--- config.mk ---
export PLATFORM = sky130hd
export DESIGN_NAME = alu_seq_flat
export DESIGN_NICKNAME = d
export VERILOG_FILES = /design/src/rtl/alu_seq_if.sv /design/src/rtl/alu_seq.sv /design/src/flat_wrapper.sv
export SDC_FILE = /design/constraint.sdc
export NUM_CORES = 1
export LEC_CHECK = 0
export ABC_AREA = 1
export CAP_MARGIN = 20
export CORE_ASPECT_RATIO = 1.2
export CORE_MARGIN = 8
export CORE_UTILIZATION = 50
export DETAILED_ROUTE_END_ITERATION = 10
export DONT_BUFFER_PORTS = 1
export PLACE_DENSITY_LB_ADDON = 0.25
export SLEW_MARGIN = 10
export SYNTH_ARGS = -nofsm -noshare
export SYNTH_HDL_FRONTEND = slang
export SYNTH_SLANG_ARGS = --single-unit
export TNS_END_PERCENT = 100
--- constraint.sdc ---
create_clock -name clk -period 9 [get_ports clk]
set_clock_uncertainty 0.15 [all_clocks]
set_input_delay 1.8 -clock clk [delete_from_list [all_inputs] [get_ports clk]]
set_output_delay 1.8 -clock clk [all_outputs]
set_load 0.05 [all_outputs]
--- src/rtl/alu_seq_if.sv ---
// Operand/op handshake and result/flag handshake bundle for alu_seq.
// The master drives operands and out_ready; the slave (the ALU) drives results and flags.
interface alu_seq_if #(
    parameter int unsigned N = 32
);
    logic         in_valid;
    logic         in_ready;
    logic [2:0]   op;
    logic [N-1:0] a;
    logic [N-1:0] b;
    logic         out_valid;
    logic         out_ready;
    logic [N-1:0] result;
    logic         carry;
    logic         overflow;
    logic         zero;
    logic         negative;
    logic         busy;

    modport master (
        output in_valid, op, a, b, out_ready,
        input  in_ready, out_valid, result, carry, overflow, zero, negative, busy
    );

    modport slave (
        input  in_valid, op, a, b, out_ready,
        output in_ready, out_valid, result, carry, overflow, zero, negative, busy
    );
endinterface

--- src/rtl/alu_seq.sv ---
// Registered execute-stage ALU with handshaked operands and results.
// Single-cycle ops finish at the accept edge; MUL runs N shift-add iterations.
module alu_seq #(
    parameter int unsigned N = 32
) (
    input logic      clk,
    input logic      rst,
    alu_seq_if.slave bus
);
    localparam int unsigned SW = $clog2(N);
    localparam int unsigned CW = $clog2(N);
    localparam logic [CW-1:0] CntLast = CW'(N - 1);

    localparam logic [2:0] OpAdd = 3'b000;
    localparam logic [2:0] OpSub = 3'b001;
    localparam logic [2:0] OpAnd = 3'b010;
    localparam logic [2:0] OpOr  = 3'b011;
    localparam logic [2:0] OpXor = 3'b100;
    localparam logic [2:0] OpSlt = 3'b101;
    localparam logic [2:0] OpSll = 3'b110;
    localparam logic [2:0] OpMul = 3'b111;

    typedef enum logic [1:0] {StIdle, StMul, StDone} state_e;

    state_e state_q, state_d;

    logic [N-1:0]  mcand_q, mplier_q, acc_q;
    logic [CW-1:0] cnt_q;
    logic [N-1:0]  result_q;
    logic          carry_q, ovf_q, zero_q, neg_q;

    logic          accept;
    logic          mul_last;
    logic [N-1:0]  mul_acc_next;

    logic [N:0]    sum_add, sum_sub;
    logic          ovf_add, ovf_sub;
    logic [N-1:0]  alu_res;
    logic          alu_c, alu_o;

    assign accept   = bus.in_valid && bus.in_ready;
    assign mul_last = (cnt_q == CntLast);

    // Subtraction as a + ~b + 1 so the carry-out reads as "no borrow".
    assign sum_add = {1'b0, bus.a} + {1'b0, bus.b};
    assign sum_sub = {1'b0, bus.a} + {1'b0, ~bus.b} + {{N{1'b0}}, 1'b1};
    assign ovf_add = (sum_add[N-1] ^ bus.a[N-1]) & ~(1'b0 ^ bus.b[N-1] ^ bus.a[N-1]);
    assign ovf_sub = (sum_sub[N-1] ^ bus.a[N-1]) & ~(1'b1 ^ bus.b[N-1] ^ bus.a[N-1]);

    assign mul_acc_next = acc_q + (mplier_q[0] ? mcand_q : '0);

    always_comb begin
        alu_res = '0;
        alu_c   = 1'b0;
        alu_o   = 1'b0;
        case (bus.op)
            OpAdd: begin
                alu_res = sum_add[N-1:0];
                alu_c   = sum_add[N];
                alu_o   = ovf_add;
            end
            OpSub: begin
                alu_res = sum_sub[N-1:0];
                alu_c   = sum_sub[N];
                alu_o   = ovf_sub;
            end
            OpAnd:   alu_res = bus.a & bus.b;
            OpOr:    alu_res = bus.a | bus.b;
            OpXor:   alu_res = bus.a ^ bus.b;
            OpSlt:   alu_res = {{(N-1){1'b0}}, sum_sub[N-1] ^ ovf_sub};
            OpSll:   alu_res = bus.a << bus.b[SW-1:0];
            default: alu_res = '0;
        endcase
    end

    // State register
    always_ff @(posedge clk) begin
        if (rst) begin
            state_q <= StIdle;
        end else begin
            state_q <= state_d;
        end
    end

    // Next-state logic
    always_comb begin
        state_d = state_q;
        case (state_q)
            StIdle: begin
                if (accept) begin
                    state_d = (bus.op == OpMul) ? StMul : StDone;
                end
            end
            StMul: begin
                if (mul_last) begin
                    state_d = StDone;
                end
            end
            StDone: begin
                if (bus.out_ready) begin
                    state_d = StIdle;
                end
            end
            default: state_d = StIdle;
        endcase
    end

    // Outputs
    always_comb begin
        bus.in_ready  = (state_q == StIdle) && !rst;
        bus.busy      = (state_q == StMul);
        bus.out_valid = (state_q == StDone);
        bus.result    = result_q;
        bus.carry     = carry_q;
        bus.overflow  = ovf_q;
        bus.zero      = zero_q;
        bus.negative  = neg_q;
    end

    always_ff @(posedge clk) begin
        if (rst) begin
            mcand_q  <= '0;
            mplier_q <= '0;
            acc_q    <= '0;
            cnt_q    <= '0;
            result_q <= '0;
            carry_q  <= 1'b0;
            ovf_q    <= 1'b0;
            zero_q   <= 1'b0;
            neg_q    <= 1'b0;
        end else begin
            case (state_q)
                StIdle: begin
                    if (accept) begin
                        mcand_q  <= bus.a;
                        mplier_q <= bus.b;
                        acc_q    <= '0;
                        cnt_q    <= '0;
                        if (bus.op != OpMul) begin
                            result_q <= alu_res;
                            carry_q  <= alu_c;
                            ovf_q    <= alu_o;
                            zero_q   <= (alu_res == '0);
                            neg_q    <= alu_res[N-1];
                        end
                    end
                end
                StMul: begin
                    acc_q    <= mul_acc_next;
                    mcand_q  <= mcand_q << 1;
                    mplier_q <= mplier_q >> 1;
                    cnt_q    <= cnt_q + CW'(1);
                    if (mul_last) begin
                        result_q <= mul_acc_next;
                        carry_q  <= 1'b0;
                        ovf_q    <= 1'b0;
                        zero_q   <= (mul_acc_next == '0);
                        neg_q    <= mul_acc_next[N-1];
                    end
                end
                default: ;
            endcase
        end
    end
endmodule

--- src/flat_wrapper.sv ---
// flat-port wrapper written by rule: the top's interface ports become plain ports
module alu_seq_flat 
#(
    parameter int unsigned N = 32
)
  (clk, rst, bus_in_valid, bus_op, bus_a, bus_b, bus_out_ready, bus_in_ready, bus_out_valid, bus_result, bus_carry, bus_overflow, bus_zero, bus_negative, bus_busy);
  alu_seq_if #(.N(N)) bus_i ();
  input logic clk;
  input logic rst;
  input wire logic [$bits(bus_i.in_valid)-1:0] bus_in_valid;
  input wire logic [$bits(bus_i.op)-1:0] bus_op;
  input wire logic [$bits(bus_i.a)-1:0] bus_a;
  input wire logic [$bits(bus_i.b)-1:0] bus_b;
  input wire logic [$bits(bus_i.out_ready)-1:0] bus_out_ready;
  output wire logic [$bits(bus_i.in_ready)-1:0] bus_in_ready;
  output wire logic [$bits(bus_i.out_valid)-1:0] bus_out_valid;
  output wire logic [$bits(bus_i.result)-1:0] bus_result;
  output wire logic [$bits(bus_i.carry)-1:0] bus_carry;
  output wire logic [$bits(bus_i.overflow)-1:0] bus_overflow;
  output wire logic [$bits(bus_i.zero)-1:0] bus_zero;
  output wire logic [$bits(bus_i.negative)-1:0] bus_negative;
  output wire logic [$bits(bus_i.busy)-1:0] bus_busy;
  assign bus_i.in_valid = bus_in_valid;
  assign bus_i.op = bus_op;
  assign bus_i.a = bus_a;
  assign bus_i.b = bus_b;
  assign bus_i.out_ready = bus_out_ready;
  assign bus_in_ready = bus_i.in_ready;
  assign bus_out_valid = bus_i.out_valid;
  assign bus_result = bus_i.result;
  assign bus_carry = bus_i.carry;
  assign bus_overflow = bus_i.overflow;
  assign bus_zero = bus_i.zero;
  assign bus_negative = bus_i.negative;
  assign bus_busy = bus_i.busy;
  alu_seq #(.N(N)) u_core (.clk(clk), .rst(rst), .bus(bus_i));
endmodule
== Word level (Yosys, flattened, before mapping) ==
Cells that the tools add are included.

* Shift operators: 1
* Eq/ne operators: 15
* $add $sub $neg: 5
* Reduce and logical (&&, ||, !) cells: 11
* Bitwise gates (word level): 14
* Multiplexer cells: 36

{| class="wikitable"
|+ Operators with widths
! kind !! count
|-
| case mux 32 bit (2 select lines) || 4
|-
| two-way mux 32 bit || 7
|-
| case mux 32 bit (7 select lines) || 1
|-
| adder 32 x 32 -> 33 bit || 2
|-
| zero test 32 bit || 2
|-
| adder 33 x 1 -> 33 bit (second input constant) || 1
|-
| adder 32 bit || 1
|-
| bitwise AND 32 bit || 1
|-
| inverter 32 bit || 1
|-
| OR 32 bit || 1
|-
| << shifter 32 x 5 -> 32 bit || 1
|-
| XOR 32 bit || 1
|-
| equality test 3 bit (second input constant) || 4
|-
| case mux 1 bit (2 select lines) || 6
|-
| two-way mux 1 bit || 11
|-
| case mux 5 bit (2 select lines) || 1
|-
| two-way mux 2 bit || 4
|-
| equality test 3 x 2 -> 1 bit (second input constant) || 2
|-
| case mux 2 bit (3 select lines) || 1
|-
| adder 5 x 1 -> 5 bit (second input constant) || 1
|-
| equality test 5 bit (second input constant) || 1
|-
| two-way mux 5 bit || 1
|-
| XOR 1 bit || 5
|-
| inequality test 2 x 1 -> 1 bit (second input constant) || 2
|-
| 15 further kinds || 20
|}

* Register bits: 139
* Word-level logic and storage cells: 92
* Output and inout port bits: 39
* Bits of input ports: 71

== Depth between registers and ports, before layout ==
Gate-level depths: netlist of run 1.

* Word-level depth: 11
* Depth in mapped cells: 26

== Least setup slack after synthesis of run 1 ==
Ideal clock, no wire load.

* Path type: in2out
* Start: input rst
* End: output bus_in_ready
* Setup slack: 4.568 ns
* Stages on the path: 1
* Buffers on the path: 0
* Required time: 7.050 ns
* Arrival time: 2.482 ns
* Path through: nor2_1

* Longest elaborated chain between the ends: 2

{| class="wikitable"
|+ Ends and longest elaborated chain
! item !! line !! source
|-
| start: declaration || flat_wrapper.sv:9 || <nowiki>input logic rst;</nowiki>
|-
| zero test 1 bit || alu_seq.sv:110 || <nowiki>bus.in_ready = (state_q == StIdle) && !rst;</nowiki>
|-
| logical AND 1 bit || alu_seq.sv:110 ||
|-
| end: declaration || flat_wrapper.sv:15 || <nowiki>output wire logic [$bits(bus_i.in_ready)-1:0] bus_in_ready;</nowiki>
|}

Every way passes these cells.

== Worst setup path after layout of run 1 ==
* Start: input bus_b[2]
* End: register u_core.zero_q, in the netlist u_core.bus.zero

* Longest elaborated chain between the ends: 11
* Elaborated cells between the ends (all ways): 16
* Those cells by class: 3 x add/sub; 1 x shift; 4 x mux; 7 x bitwise; 1 x reduce/logical

{| class="wikitable"
|+ Ends and longest elaborated chain
! item !! line !! source
|-
| start: declaration || flat_wrapper.sv:13 || <nowiki>input wire logic [$bits(bus_i.b)-1:0] bus_b;</nowiki>
|-
| inverter 32 bit || alu_seq.sv:46 || <nowiki>assign sum_sub = {1'b0, bus.a} + {1'b0, ~bus.b} + {{N{1'b0}}, 1'b1};</nowiki>
|-
| adder 32 x 32 -> 33 bit || alu_seq.sv:46 ||
|-
| adder 33 x 1 -> 33 bit || alu_seq.sv:46 ||
|-
| XOR 1 bit || alu_seq.sv:48 || <nowiki>assign ovf_sub = (sum_sub[N-1] ^ bus.a[N-1]) & ~(1'b1 ^ bus.b[N-1] ^ bus.a[N-1]);</nowiki>
|-
| bitwise AND 1 bit || alu_seq.sv:48 ||
|-
| XOR 1 bit || alu_seq.sv:70 || <nowiki>OpSlt: alu_res = {{(N-1){1'b0}}, sum_sub[N-1] ^ ovf_sub};</nowiki>
|-
| case mux 32 bit (7 select lines) * || alu_seq.sv:56 || <nowiki>case (bus.op)</nowiki>
|-
| zero test 32 bit * || alu_seq.sv:143 || <nowiki>zero_q <= (alu_res == '0);</nowiki>
|-
| two-way mux 1 bit * || alu_seq.sv:139 || <nowiki>if (bus.op != OpMul) begin</nowiki>
|-
| two-way mux 1 bit * || alu_seq.sv:134 || <nowiki>if (accept) begin</nowiki>
|-
| case mux 1 bit (2 select lines) * || alu_seq.sv:132 || <nowiki>case (state_q)</nowiki>
|-
| end signal: assignment || alu_seq.sv:143 ||
|-
| end signal: assignment || alu_seq.sv:157 || <nowiki>zero_q <= (mul_acc_next == '0);</nowiki>
|-
| end: declaration || alu_seq.sv:30 || <nowiki>logic carry_q, ovf_q, zero_q, neg_q;</nowiki>
|}

Every way passes the cells marked *; elsewhere a longest branch is shown, timed or not. The select of a mux whose other input is x is not followed.
A chain may end at the register's enable or synchronous reset.

==> run_results.csv, run 1 <==
group,metric,value,unit
routing,num_vias,18920,
clocking,cts_buffers,17,
layout,final_common_cell,"nand2_1",
floorplan,die_width,179.0,um
worst_setup_path,reg2reg_to,"u_core.bus.result[31]$_SDFFE_PP0P_",
floorplan,start_util,0.5086,
pwr,powerDensity,137.2,nW/um^2
layout,diodes,0,
layout,fin_nets,2997,
clocking,cts_hold_buf,0,
timing,tns,0,ns
timing,hold_violations,0,
timing,relSlewSlack,0.3238,
min_path,min_path_type,"reg -> reg",
clocking,cts_tree,"done",
clocking,clockBufferDepth,2,
timing,period_minus_slack,4.693,ns
worst_setup_path,critPathArrivalTime,4.94,ns
layout,synthToLayoutAreaGrowth,4.016,%
synth,synth_cells,2878,
grt,antenna_found_initial,0,
routing,avgViaCountPerCell,5.916,
synth,ys.flop_type,"dfxtp_1",
routing,drcViolationCount,0,
place,place_congestion,1.041,
clocking,root_buffer,"clkbuf_16",
clocking,cts.clk_slew.worst_paths,0.08,ns
worst_setup_path,startpoint,"bus_b[2]",
timing,setup_viol,0,
clocking,cts_max_level,4,
run,maxCapViolations,0,
clocking,clock-sinks,138,
synth,ys.warnings.count,0,
layout,final_util,0.5291,
synth,yosysTopAreaCell,"nand2_1",
worst_setup_path,worstSetupEndpoint,"u_core.bus.zero$_SDFFE_PP0P_",
floorplan,dieArea,37900,um^2
floorplan,fp-row-count,71,
timing,worst_slew_pin_slew,1.013,ns
routing,wirelength,68610,um
routing,ant_nets,0,
pwr,vdd_ir_drop_max,103.7,uV
worst_setup_path,ff2ff_path_depth,10,
timing,post-route-period-util,0.5214,
worst_setup_path,worstSetupEndpointType,"flop",
timing,drv_slew,0,
routing,dr.pass1.iters,6,
layout,final_cell_mix,"nand2_1 (937), inv_1 (391), nand3_1 (340), nor2_1 (254), a21oi_1 (166)",
place,port_buffers,0,
synth,yosys.area.top_type_share,0.2205,
synth,syn_area,15950,um^2
clocking,postCtsSetupBuffers,0,
routing,drt_iter0_drc,2158,
clocking,clk_latency,0.44,ns
grt,grt_pass1_wl,103600,um
worst_setup_path,crit_path_start_kind,"input port",
clocking,cts_resized,0,
layout,drive_gt1_frac,0.02538,
grt,grt_max_degree,86,
synth,ys_seq_area_frac,0.1732,
synth,avgSynthCellArea,5.542,um^2
synth,synthTopCellsByArea,"nand2_1 (22%), dfxtp_1 (17%), ha_1 (11%)",
floorplan,die_h,211.7,um
worst_setup_path,critPathMaxFanout,38,
pwr,leakage,8.648,nW
worst_setup_path,required,9.25,ns
worst_setup_path,critical_path_class,"in -> reg",
synth,async_reset_ff_frac,0,
place,hpwlAfterDp,55160,um
timing,clock.fmax,213.1,MHz
grt,grt_util_all_layers,0.3564,
worst_setup_path,reg2reg_setup_slack,4.95,ns
floorplan,core-area,31360,um^2
routing,wl_per_cell,21.45,um
synth,synth-seq-cells,138,
grt,grt.overflow.total,0,
synth,synth_edf_count,0,
synth,synth.distinct_cells,42,
worst_setup_path,r2r-start,"u_core.state_q[0]$_SDFFE_PP0P_",
timing,grt_setup_unrepaired,"no",
synth,syn_nets,3091,
outcome,status,"finished clean",
grt,grt_pass1_vias,17990,
floorplan,ios,110,
## metal layers
metal / GRT usage / up-vias / routed length, um
li1: - / 9102 / -
met1: 0.4286 / 8696 / 26640
met2: 0.6026 / 914 / 32280
met3: 0.05489 / 207 / 5857
met4: 0.1838 / 0 / 3835
met5: 0 / - / 0
## report_power, final
part	internal, W	switching [W]
Sequential	0.000666	0.000153
Clock	0.000431	0.000322
Combinational	0.000196	0.000510
Total	0.00129	0.000984
## synth_stat cells, types with 36 or more instances
cell type  instances
a21oi_1          166
a31oi_1           64
buf_2             39
clkbuf_1          63
dfxtp_1          138
ha_1             139
inv_1            393
nand2_1          937
nand3_1          340
nand4_1           36
nor2_1           255
o21ai_0          116
## worst min-delay path by stage
stage / start / endpoint / cells after the start
after detailed placement: u_core.mplier_q[31]$_SDFFE_PP0P_ / u_core.mplier_q[31]$_SDFFE_PP0P_ / 2
after global routing: u_core.mplier_q[2]$_SDFFE_PP0P_ / u_core.mplier_q[2]$_SDFFE_PP0P_ / 2
final: u_core.acc_q[3]$_SDFFE_PP0P_ / u_core.acc_q[3]$_SDFFE_PP0P_ / 2
after CTS: u_core.mplier_q[31]$_SDFFE_PP0P_ / u_core.mplier_q[31]$_SDFFE_PP0P_ / 2
after floorplan: u_core.cnt_q[3]$_SDFFE_PP0P_ / u_core.cnt_q[3]$_SDFFE_PP0P_ / 1
after global placement: u_core.mplier_q[31]$_SDFFE_PP0P_ / u_core.mplier_q[31]$_SDFFE_PP0P_ / 2
## flip-flops by register name, summed over array words and instances (netlist names)
register             count
u_core.bus.carry         1
u_core.acc_q            32
u_core.bus.zero          1
u_core.state_q           2
u_core.cnt_q             5
u_core.bus.result       32
u_core.bus.overflow      1
u_core.mcand_q          32
u_core.mplier_q         32
## worst max-delay path, cell delays in order
cell,delay [ns]
inv_2,0.49
ha_1,0.45
nand3_1,0.13
nand3_1,0.21
nand2_1,0.12
nand2_1,0.14
o21ai_0,0.19
nand4_1,0.28
nor2_1,0.31
nand3_1,0.12
nor2_1,0.16
nand2_1,0.12
nor2_1,0.14
nand2_1,0.08
nand3_1,0.07
nand2_1,0.06
inv_1,0.04
## cell type report
| class | instances | area [um^2] |
|---|---|---|
| Timing Repair Buffer | 11 | 82.58 |
| Clock inverter | 13 | 157.7 |
| Multi-Input combinational cell | 2210 | 11110 |
| Fill cell | 3478 | 14770 |
| Sequential cell | 138 | 2763 |
| Inverter | 406 | 1524 |
| Tap cell | 401 | 501.7 |
| Clock buffer | 19 | 452.9 |
## through the flow
| stage | hold slack (ns) | cell area (um^2) | std cells | power (W) | setup WS [ns] |
|---|---|---|---|---|---|
| 2_1_floorplan | 0.2867 | 15950 | 2878 | 0.001313 | 4.568 |
| 3_3_place_gp | 0.2957 | 15980 | 3166 | 0.001510 | 4.015 |
| 3_5_place_dp | 0.3031 | 15980 | 3166 | 0.001514 | 4.020 |
| 4_1_cts | 0.3123 | 16590 | 3198 | 0.002263 | 4.412 |
| 5_1_grt | 0.3338 | 16590 | 3198 | 0.002373 | 4.156 |
| 6_report | 0.3140 | 16590 | 3198 | 0.002277 | 4.307 |
## logic make-up after synthesis
group                      after synthesis  synth area share
AOI/OAI and AO/OA                      430            0.1519
xor gates and xnor gates                13          0.007138
adders and majority gates              142            0.1128
buffers and inverters                  530            0.1308
DFF                                    138            0.1732
and+or+nand+nor                       1625            0.4241
(Power assumes the default switching activity.)
==> inputs of run 2 (changes only) <==
==> constraint.sdc (replaced) <==
create_clock -name clk -period 3.9 [get_ports clk]
set_clock_uncertainty 0.15 [all_clocks]
set_input_delay 0.78 -clock clk [delete_from_list [all_inputs] [get_ports clk]]
set_output_delay 0.78 -clock clk [all_outputs]
set_load 0.05 [all_outputs]
==> run_results.csv, run 2 (synthesis results as in run 1) <==
group,metric,value,unit
outcome,status,"finished clean",
timing,post-route-period-util,0.9112,
clocking,cts_hold_buf,0,
place,post-place-ws,0.01908,ns
routing,ant_nets,0,
run,maxCapViolations,0,
worst_setup_path,crit_path_start_kind,"input port",
worst_setup_path,cp_common_cell,"nand2_1",
worst_setup_path,critPathMaxFanout,10,
worst_setup_path,critical_path_class,"in -> reg",
timing,setup_viol,0,
floorplan,fp-row-count,71,
clocking,clockBufferDepth,2,
routing,wirelength,72160,um
timing,period_minus_slack,3.554,ns
floorplan,core-area,31360,um^2
routing,dr.pass1.iters,10,
grt,grt.overflow.total,0,
timing,grt_setup_unrepaired,"no",
worst_setup_path,cpPeakStageDelay,0.51,ns
floorplan,die_width,179.0,um
pwr,powerDensity,313.3,nW/um^2
pwr,leakage,8.880,nW
clocking,postCtsSetupBuffers,0,
timing,setup_slack,0.3465,ns
layout,fillers,3394,
grt,antenna_found_initial,2,
grt,grt_util_all_layers,0.3725,
floorplan,die_h,211.7,um
timing,hold_violations,0,
clocking,clk_latency,0.44,ns
min_path,min_path_type,"in -> reg",
pwr,vdd_ir_drop_max,262.1,uV
timing,drv_slew,0,
worst_setup_path,cp_cell_sequence,"inv_1, ha_1, nand2_1, inv_1, nand2_1, nor2_1, nand4_1, nand3_1, nand2_1, nand3_1, nand2_1, nor2_1, nand2_1, nor2_1, nand2_1, nor2_1, nand2_1, nand3_1, nand2_1, inv_1",
place,placed_cells,3213,
clocking,cts.clk_slew.worst_paths,0.08,ns
routing,drcViolationCount,0,
layout,final_common_cell,"nand2_1",
layout,final_cell_mix,"nand2_1 (937), inv_1 (391), nand3_1 (340), nor2_1 (254), a21oi_1 (166)",
routing,drt_iter0_drc,2349,
layout,fin_nets,3044,
layout,drive_gt1_frac,0.04149,
worst_setup_path,ff2ff_path_depth,17,
timing,relSlewSlack,0.3255,
layout,layout.cells.non_filler,3245,
floorplan,dieArea,37900,um^2
clocking,cts_buffers,17,
grt,grt_pass1_vias,18250,
floorplan,ios,110,
place,place_congestion,1.072,
worst_setup_path,critPathArrivalTime,3.78,ns
floorplan,start_util,0.5086,
worst_setup_path,worstSetupEndpointType,"flop",
clocking,cts_resized,0,
routing,num_vias,19480,
place,port_buffers,0,
worst_setup_path,reg2reg_setup_slack,0.53,ns
timing,worst_slew_pin_slew,1.010,ns
grt,grt_max_degree,86,
grt,grt_pass1_wl,107100,um
clocking,cts_max_level,4,
clocking,root_buffer,"clkbuf_16",
layout,synthToLayoutAreaGrowth,6.283,%
worst_setup_path,path_depth,20,
place,hpwlAfterDp,57480,um
worst_setup_path,crit_family,"simple AND/OR/NAND/NOR gates",
worst_setup_path,required,4.13,ns
layout,final_util,0.5406,
clocking,clock-sinks,138,
min_path,hold_depth,1,
clocking,cts_tree,"done",
worst_setup_path,crit_buf_inv,3,
timing,clock.fmax,281.4,MHz
routing,wl_per_cell,22.24,um
routing,avgViaCountPerCell,6.004,
layout,diodes,0,
worst_setup_path,crit_slowest_cell,"ha_1",
run 2: worst paths after layout:
check / startpoint / end
setup / recovery: bus_b[14] / u_core.bus.zero$_SDFFE_PP0P_
hold / removal: rst / u_core.mplier_q[8]$_SDFFE_PP0P_
setup reg to reg: u_core.mplier_q[0]$_SDFFE_PP0P_ / u_core.bus.zero$_SDFFE_PP0P_
hold reg to reg: u_core.acc_q[3]$_SDFFE_PP0P_ / u_core.acc_q[3]$_SDFFE_PP0P_
run 2: cell type report:
| type | instances | area, um^2 | area share |
|---|---|---|---|
| Multi-Input combinational cell | 2210 | 11110 | 0.6553 |
| Sequential cell | 138 | 2763 | 0.1630 |
| Inverter | 406 | 1524 | 0.08990 |
| Tap cell | 401 | 501.7 | 0.02960 |
| Timing Repair Buffer | 58 | 473.0 | 0.02790 |
| Clock buffer | 18 | 439.2 | 0.02591 |
| Clock inverter | 14 | 142.6 | 0.008414 |
run 2: per-layer routing:
metal	global-route usage	wire (um)	up-vias
met4	0.2395	5225	2
met1	0.4387	27620	8890
met3	0.06006	6258	287
met2	0.6175	33040	1109
met5	0	13	-
li1	-	-	9194
run 2: worst register-to-register path: cells and delay by family, from the launching register on:
| family | cells | cell delay (ns) |
|---|---|---|
| XOR/XNOR | 1 | 0.21 |
| adder cells (fa/ha/maj) | 1 | 0.27 |
| buffers and inverters | 3 | 0.38 |
| AND/OR/NAND/NOR | 10 | 1.35 |
| AO/OA/AOI/OAI | 2 | 0.42 |
| flip-flops | 1 | 0.53 |
run 2: report_power, final:
| group | internal (W) | switching [W] | leakage (nW) | total [W] |
|---|---|---|---|---|
| Sequential | 0.00154 | 0.000337 | 1.13 | 0.00187 |
| Clock | 0.000962 | 0.000722 | 0.283 | 0.00168 |
| Combinational | 0.000516 | 0.00124 | 7.47 | 0.00175 |
run 2: metrics by stage:
stage / instance area (um^2) / TNS [ns] / power, W / hold slack (ns)
2_1_floorplan: 15950 / 0 / 0.003029 / 0.2867
3_3_place_gp: 16370 / -0.01999 / 0.003587 / 0.2967
3_5_place_dp: 16370 / 0 / 0.003590 / 0.3013
4_1_cts: 16950 / 0 / 0.005266 / 0.2374
5_1_grt: 16950 / 0 / 0.005526 / 0.2512
6_report: 16950 / 0 / 0.005312 / 0.2622
==> inputs of run 3 (changes only) <==
==> constraint.sdc (replaced) <==
create_clock -name clk -period 3.8 [get_ports clk]
set_clock_uncertainty 0.15 [all_clocks]
set_input_delay 0.76 -clock clk [delete_from_list [all_inputs] [get_ports clk]]
set_output_delay 0.76 -clock clk [all_outputs]
set_load 0.05 [all_outputs]
==> run_results.csv, run 3 (synthesis results as in run 1) <==
group,metric,value,unit
worst_setup_path,critPathMaxFanout,5,
floorplan,dieArea,37900,um^2
routing,wl_per_cell,21.46,um
outcome,status,"finished clean",
worst_setup_path,critical_path_class,"in -> reg",
worst_setup_path,worstSetupEndpointType,"flop",
layout,fillers,3393,
timing,tns,0,ns
worst_setup_path,ff2ff_path_depth,20,
clocking,cts_hold_buf,0,
routing,drcViolationCount,0,
worst_setup_path,critPathArrivalTime,3.64,ns
run,maxCapViolations,0,
worst_setup_path,reg2reg_to,"u_core.bus.zero$_SDFFE_PP0P_",
timing,hold_violations,0,
floorplan,start_util,0.5086,
layout,final_cell_mix,"nand2_1 (937), inv_1 (391), nand3_1 (340), nor2_1 (254), a21oi_1 (166)",
worst_setup_path,crit_slowest_cell,"fa_1",
layout,layout.cells.non_filler,3261,
place,port_buffers,0,
min_path,hold_depth,1,
worst_setup_path,cp_cell_sequence,"inv_1, ha_1, inv_1, fa_1, nand2_1, nand2_1, nand2_1, inv_1, nand2_1, nand3_1, nand2_1, nand4_1, nand3_1, nand3_1, nor2_1, nand3_1, nor2_1, nand2_1, nand3_1, nand2_1, inv_1",
clocking,clk_latency,0.44,ns
routing,dr.pass1.iters,9,
routing,ant_nets,0,
grt,grt_max_degree,86,
grt,grt_pass1_vias,18550,
worst_setup_path,cpPeakStageDelay,0.39,ns
routing,avgViaCountPerCell,6.013,
pwr,p_total,0.005490,W
clocking,cts.clk_slew.worst_paths,0.06,ns
clocking,clockBufferDepth,2,
clocking,postCtsSetupBuffers,0,
clocking,cts_tree,"done",
timing,setup_viol,0,
grt,grt.overflow.total,0,
floorplan,die_width,179.0,um
grt,grt_pass1_wl,105500,um
timing,grt_setup_unrepaired,"no",
timing,clock.fmax,293.0,MHz
worst_setup_path,reg2reg_setup_slack,0.39,ns
routing,wirelength,69980,um
pwr,powerDensity,321.5,nW/um^2
place,place_congestion,1.127,
pwr,leakage,8.949,nW
clocking,cts_max_level,4,
layout,fin_nets,3059,
worst_setup_path,crit_path_start_kind,"input port",
floorplan,core-area,31360,um^2
timing,drv_slew,0,
clocking,cts_buffers,17,
worst_setup_path,startpoint,"bus_a[0]",
place,placed_cells,3228,
floorplan,ios,110,
grt,antenna_found_initial,1,
worst_setup_path,cp_common_cell,"nand2_1",
worst_setup_path,worstSetupEndpoint,"u_core.bus.zero$_SDFFE_PP0P_",
routing,num_vias,19610,
clocking,clock-sinks,138,
layout,final_common_cell,"nand2_1",
timing,period_minus_slack,3.413,ns
routing,drt_iter0_drc,2556,
floorplan,fp-row-count,71,
timing,post-route-period-util,0.8982,
timing,worst_slew_pin_slew,1.027,ns
clocking,cts_resized,0,
clocking,root_buffer,"clkbuf_16",
floorplan,die_h,211.7,um
min_path,min_path_type,"in -> reg",
pwr,vdd_ir_drop_max,252.8,uV
worst_setup_path,required,4.03,ns
layout,synthToLayoutAreaGrowth,7.052,%
timing,relSlewSlack,0.3128,
layout,drive_gt1_frac,0.04652,
place,hpwlAfterDp,55730,um
worst_setup_path,r2r-start,"u_core.mplier_q[0]$_SDFFE_PP0P_",
grt,grt_util_all_layers,0.3632,
## run 3: metrics by stage
stage	hold slack [ns]	instance area, um^2	worst slack, ns	utilization
floorplan	0.2867	15950	0.4437	-
global placement	0.2927	16470	0.06826	0.5252
detailed placement	0.3028	16470	0.1148	0.5252
CTS	0.2216	17070	0.4567	0.5444
global route	0.2276	17070	0.01586	0.5444
finish	0.2448	17080	0.3869	0.5445
## run 3: per-layer routing
metal	GRT usage	vias up	wire length [um]
li1	-	9230	-
met2	0.5941	1192	31970
met4	0.2375	0	5174
met5	0	-	0
met3	0.05471	322	6427
met1	0.4350	8866	26410
## run 3: how the worst min path moves through the flow
stage | from | end | slack [ns]
after global routing | rst | u_core.acc_q[3]$_SDFFE_PP0P_ | 0.23
after detailed placement | u_core.mplier_q[31]$_SDFFE_PP0P_ | u_core.mplier_q[31]$_SDFFE_PP0P_ | 0.30
after CTS | rst | u_core.acc_q[4]$_SDFFE_PP0P_ | 0.22
final | rst | u_core.mplier_q[4]$_SDFFE_PP0P_ | 0.24
after floorplan | u_core.cnt_q[3]$_SDFFE_PP0P_ | u_core.cnt_q[3]$_SDFFE_PP0P_ | 0.29
after global placement | u_core.mplier_q[31]$_SDFFE_PP0P_ | u_core.mplier_q[31]$_SDFFE_PP0P_ | 0.29
## run 3: area by class of cell
class	instances	area [um^2]	share of cell area
Sequential cell	138	2763	0.1618
Clock buffer	18	439.2	0.02572
Inverter	406	1524	0.08925
Clock inverter	14	162.7	0.009526
Multi-Input combinational cell	2210	11110	0.6506
Timing Repair Buffer	73	573.1	0.03356
Tap cell	401	501.7	0.02938
Antenna cell	1	2.502	0.0001466
## run 3: critical path, delay by kind of cell
family                     cells  cell delay, ns
adders and majority gates      2            0.55
buffers and inverters          4            0.29
and+or+nand+nor               15            2.03
## run 3: power by group
part | switching (W) | leakage, nW | internal, W
Sequential | 0.000339 | 1.13 | 0.00158
Combinational | 0.00126 | 7.54 | 0.000546
Clock | 0.000764 | 0.288 | 0.00100
